`config.mk`:
```
export PLATFORM = sky130hd
export DESIGN_NAME = neuron_feeder
export DESIGN_NICKNAME = d
export VERILOG_FILES = /design/src/rtl/neuron_feeder.sv
export SDC_FILE = /design/constraint.sdc
export NUM_CORES = 1
export LEC_CHECK = 0
export CAP_MARGIN = 15
export CORE_AREA = 5 5 111 113
export CTS_CLUSTER_DIAMETER = 80
export CTS_CLUSTER_SIZE = 10
export DETAILED_ROUTE_END_ITERATION = 6
export DIE_AREA = 0 0 116 118
export PLACE_DENSITY_LB_ADDON = 0.15
export SLEW_MARGIN = 0
export SYNTH_ARGS = -nofsm -noshare
export SYNTH_HDL_FRONTEND = slang
export SYNTH_SLANG_ARGS = --single-unit
```
`constraint.sdc`:
```
create_clock -name clk -period 2.54 [get_ports clk]
set_clock_uncertainty 0.15 [all_clocks]
set_input_delay 0.254 -clock clk [delete_from_list [all_inputs] [get_ports clk]]
set_output_delay 0.254 -clock clk [all_outputs]
set_load 0.02 [all_outputs]
```
`src/rtl/neuron_feeder.sv`:
```
// neuron_feeder: assembles a serial activation stream into 8-slot frames for
// the ReLU neuron and queues its results. Option: NEURON_FEEDER_SELFCHECK_EN.
module neuron_feeder #(
   parameter int RESULT_DEPTH = 4
) (
   input  logic       clk,
   input  logic       rst_n,
   input  logic       in_valid,
   output logic       in_ready,
   input  logic [7:0] in_data,
   input  logic       in_last,
   output logic [7:0] D0,
   output logic [7:0] D1,
   output logic [7:0] D2,
   output logic [7:0] D3,
   output logic [7:0] D4,
   output logic [7:0] D5,
   output logic [7:0] D6,
   output logic [7:0] D7,
   input  logic [7:0] Q,
   output logic       out_valid,
   input  logic       out_ready,
   output logic [7:0] out_data,
   output logic       frame_err,
   output logic       chk_mismatch
);

   localparam int AW = $clog2(RESULT_DEPTH);

   typedef enum logic [1:0] {
      S_IDLE,
      S_COLLECT,
      S_EVAL
   } state_e;

   state_e      state_q, state_d;
   logic [7:0]  slot_q [8];
   logic [7:0]  slot_d [8];
   logic [2:0]  idx_q, idx_d;
   logic        ferr_q, ferr_d;

   logic [7:0]  mem_q [RESULT_DEPTH];
   logic [AW:0] wr_q, wr_d;
   logic [AW:0] rd_q, rd_d;
   logic        empty, full;
   logic        push, pop;

   // Pointers carry one wrap bit so full and empty are distinguishable.
   assign empty = (wr_q == rd_q);
   assign full  = (wr_q[AW] != rd_q[AW]) &&
                  (wr_q[AW-1:0] == rd_q[AW-1:0]);
   assign pop   = !empty && out_ready;

   always_comb begin
      state_d  = state_q;
      slot_d   = slot_q;
      idx_d    = idx_q;
      ferr_d   = ferr_q;
      in_ready = 1'b0;
      push     = 1'b0;
      unique case (state_q)
         S_IDLE: begin
            state_d = S_COLLECT;
         end
         S_COLLECT: begin
            in_ready = 1'b1;
            if (in_valid) begin
               slot_d[idx_q] = in_data;
               idx_d         = idx_q + 3'd1;
               if (idx_q == 3'd7 && !in_last)
                  ferr_d = 1'b1;
               if (in_last || idx_q == 3'd7)
                  state_d = S_EVAL;
            end
         end
         S_EVAL: begin
            // A same-cycle pop frees the slot this push needs.
            if (!full || pop) begin
               push  = 1'b1;
               idx_d = 3'd0;
               for (int i = 0; i < 8; i++)
                  slot_d[i] = 8'd0;
               state_d = S_COLLECT;
            end
         end
         default: begin
            state_d = S_IDLE;
         end
      endcase
   end

   always_ff @(posedge clk or negedge rst_n) begin
      if (!rst_n) begin
         state_q <= S_IDLE;
         idx_q   <= 3'd0;
         ferr_q  <= 1'b0;
         for (int i = 0; i < 8; i++)
            slot_q[i] <= 8'd0;
      end else begin
         state_q <= state_d;
         idx_q   <= idx_d;
         ferr_q  <= ferr_d;
         slot_q  <= slot_d;
      end
   end

   always_comb begin
      wr_d = wr_q;
      rd_d = rd_q;
      if (push)
         wr_d = wr_q + (AW+1)'(1);
      if (pop)
         rd_d = rd_q + (AW+1)'(1);
   end

   always_ff @(posedge clk or negedge rst_n) begin
      if (!rst_n) begin
         wr_q <= '0;
         rd_q <= '0;
         for (int i = 0; i < RESULT_DEPTH; i++)
            mem_q[i] <= 8'd0;
      end else begin
         wr_q <= wr_d;
         rd_q <= rd_d;
         if (push)
            mem_q[wr_q[AW-1:0]] <= Q;
      end
   end

   assign out_valid = !empty;
   assign out_data  = empty ? 8'd0 : mem_q[rd_q[AW-1:0]];
   assign frame_err = ferr_q;

   assign D0 = slot_q[0];
   assign D1 = slot_q[1];
   assign D2 = slot_q[2];
   assign D3 = slot_q[3];
   assign D4 = slot_q[4];
   assign D5 = slot_q[5];
   assign D6 = slot_q[6];
   assign D7 = slot_q[7];

`ifdef NEURON_FEEDER_SELFCHECK_EN
   logic [10:0] sum;
   logic [7:0]  expect_res;
   logic        chk_q, chk_d;

   always_comb begin
      sum = '0;
      for (int i = 0; i < 8; i++)
         sum = sum + {{3{slot_q[i][7]}}, slot_q[i]};
      expect_res = sum[10] ? 8'd0 : sum[9:2];
      chk_d      = chk_q;
      if (push && (Q != expect_res))
         chk_d = 1'b1;
   end

   always_ff @(posedge clk or negedge rst_n) begin
      if (!rst_n)
         chk_q <= 1'b0;
      else
         chk_q <= chk_d;
   end

   assign chk_mismatch = chk_q;
`else
   assign chk_mismatch = 1'b0;
`endif

endmodule

```
==> results.toml <==
[clock_tree]
worstSkewPairLatency_ns = 0.35
clk_pin_slew_ns = 0.07
cts_made_buffers = 9
root_buffer = "clkbuf_16"
ctsLongestPathBuffers = 2
cts_tree = "yes"
cts_max_level = 3
clkSinkCount = 108
cts_setup_buffers = 0

[floorplan]
fp.coreArea_sq_mm = 0.0112
die_area_sq_mm = 0.0137
core.rowCount = 39
die_w_um = 116
initial_core_util_pct = 52.5
die_h_um = 118
num_io_pins = 97

[sta]
final_max_slew_viol_count = 0
worst_pin_slew_ns = 0.591
fmax_ghz = 0.414
setup_viol = 0
fin_crit_ns = 2.41
rsz0062_at_grt = "false"
final-hold-violation-count = 0
tns_ns = 0
holdWs_ns = 0.204
period_share_pct = 95.0
relSlewSlack_pct = 60.1

[global_routing]
grt_usage_pct = 22.8
gr-total-overflow = 0
grt_max_degree = 65
grt_pass1_wl_um = 25100
antenna_found_initial = 0
grt_pass1_vias = 4702

[critical_path]
startpoint_type = "register"
critPathCaptureType = "output pin"
arrival_ns = 2.01
worstPathMaxFanout = 9
crit_type = "reg -> out"
required_ns = 2.14

[logic_synthesis]
synthCells = 542
synth-compound-area-share_pct = 21.9
synth_top_family_by_area = "compound AO/OA/AOI/OAI gates"
synth_simple_gate_area_share_pct = 10.1
synth_cell_type_count = 42
synth-adder-area-share_pct = 1.49
synth_mux_area_share_pct = 9.56
netlist_area_sq_mm = 0.00589
syn_area_per_cell_sq_um = 10.9
ys_warn_count = 0
syn_nets = 570
yosysSeqAreaShare_pct = 45.9
synth-xor-area-share_pct = 1.72
synth-seq-cells = 108

[route]
wl_per_cell_um = 19.6
drtIter0Drc = 390
wl_um = 15000
ant_nets = 0
vias = 4560
first_pass_iters = 4
vias_per_cell = 5.94
drc_errors = 0

[final_layout]
area_growth_pct = 24.8
instances_no_fill = 768
drive_above_1_share_pct = 21.9
register_area_sq_mm = 0.00270
final_nets = 648
antenna_cells = 0
multi_input_area_sq_mm = 0.00267
fillers = 928

[power_and_ir_drop]
finalPower_mw = 8.95
ir_drop_mv = 0.677
p_leak_nw = 3.06
power_density_mw_per_mm2 = 1220

[worst_hold_path]
hold_path.class = "in -> async"

[placement]
dpl.hpwl_um = 10000
place.gp.congestion = 0.803
portBuffers = 95
placedCellCount = 751

[outcome]
status = "finished, final reports clean"

[run]
drv_cap = 0
-- cell usage in the layout, fill, tap and decap left out, drive strengths merged, types with 2 or more instances in the layout --
master,instances
clkdlybuf4s50,86
mux4,8
and3b,5
o211ai,130
clkinv,2
o21ai,2
dfrtp,108
nand3,64
nand2b,4
or3,2
xor2,3
nand4bb,2
buf,32
xnor2,6
o41ai,5
ha,7
nand2,3
nor2b,10
clkinvlp,2
mux2,34
clkbuf,10
dlygate4sd2,7
inv,74
nor4bb,2
-- flip-flops by register name, summed over array words and instances (netlist names) --
register	count
idx_q	3
D6	8
state_q	2
D3	8
D5	8
frame_err	1
wr_q	3
rd_q	3
D4	8
mem_q	32
D2	8
D1	8
D0	8
D7	8
-- critical path, stage by stage, from the launching register on --
cell,delay [ns]
dfrtp_1,0.46
xor2_2,0.21
nor3_1,0.19
buf_4,0.20
inv_1,0.06
clkdlybuf4s50_1,0.53
-- routing by layer --
layer | vias up | wire length, um | global-route usage, %
met5 | - | 0 | 0
met4 | 0 | 232 | 6.24
met3 | 19 | 869 | 4.16
met2 | 128 | 7450 | 36.6
met1 | 2299 | 6470 | 31.5
li1 | 2114 | - | -
-- cell usage after synthesis (all sizes together) --
cell type / count / area (sq um)
a22oi: 1 / 7.51
a31o: 1 / 8.76
and2: 1 / 6.26
and3b: 5 / 43.8
and4b: 1 / 10.0
buf: 22 / 130
clkbuf: 38 / 143
conb: 1 / 3.75
dfrtp: 108 / 2700
ha: 7 / 87.6
inv: 72 / 270
mux2: 34 / 383
mux4: 8 / 180
nand2: 3 / 11.3
nand2b: 4 / 25.0
nand3: 64 / 320
nand4b: 1 / 8.76
nand4bb: 2 / 22.5
nor2b: 10 / 62.6
nor3: 1 / 5.00
nor4: 1 / 6.26
nor4b: 1 / 15.0
nor4bb: 2 / 20.0
o211ai: 130 / 1120
o21ai: 2 / 10.0
o311ai: 1 / 8.76
o31a: 1 / 8.76
o31ai: 1 / 7.51
o41ai: 5 / 119
or3: 2 / 12.5
or3b: 1 / 8.76
or4: 1 / 7.51
or4b: 1 / 10.0
xnor2: 6 / 60.1
xor2: 3 / 41.3
-- timing repair --
action	in CTS	in global routing
hold endpoints to repair	25	0
setup endpoints to repair	7	1
hold buffers	1	0
resized for setup	8	3
-- per-stage QoR --
step / utilization (%) / area (sq um) / worst slack, ns
after floorplan: - / 5890 / 0.409
after global placement: 62.8 / 7040 / 0.125
after detailed placement: 62.8 / 7040 / 0.0913
after CTS: 65.4 / 7330 / 0.0162
after global routing: 65.5 / 7350 / 0.0267
final: 65.5 / 7350 / 0.127
-- layout make-up --
type | instances | area share (%)
clock buffers | 10 | 3.25
clock inverters | 6 | 0.630
inverters | 72 | 3.68
multi-input cells | 302 | 36.3
flip-flops and latches | 108 | 36.8
well taps | 143 | 2.44
repair buffers | 127 | 16.9
-- worst paths after layout --
check | to | start | slack [ns] | cells after the start
setup / recovery | out_valid | rd_q[2]$_DFFE_PN0P_ | 0.13 | 5
hold / removal | D4[4]$_DFFE_PN0P_ | rst_n | 0.20 | 2
setup reg to reg | D0[3]$_DFFE_PN0P_ | rd_q[2]$_DFFE_PN0P_ | 0.34 | 4
hold reg to reg | frame_err$_DFFE_PN0P_ | frame_err$_DFFE_PN0P_ | 0.33 | 1
max in group asynchronous | wr_q[0]$_DFFE_PN0P_ | rst_n | 1.18 | 3
min in group clk | frame_err$_DFFE_PN0P_ | frame_err$_DFFE_PN0P_ | 0.33 | 1
-- power by group --
| group | switching (mW) | internal, mW | leakage [nW] |
|---|---|---|---|
| sequential | 0.615 | 2.42 | 1.41 |
| clock | 0.676 | 0.700 | 0.135 |
| combinational | 2.43 | 2.11 | 1.52 |
| total | 3.72 | 5.23 | 3.06 |
-- logic make-up (layout without fill, tap and decap cells) --
family,Yosys count,count (layout)
buffers and inverters,132,215
AND/OR/NAND/NOR,101,101
flip-flops,108,108
other,1,1
multiplexers,42,42
adder cells (fa/ha/maj),7,7
XOR/XNOR,9,9
AO/OA/AOI/OAI,142,142
Power figures use the tool's default switching activity.
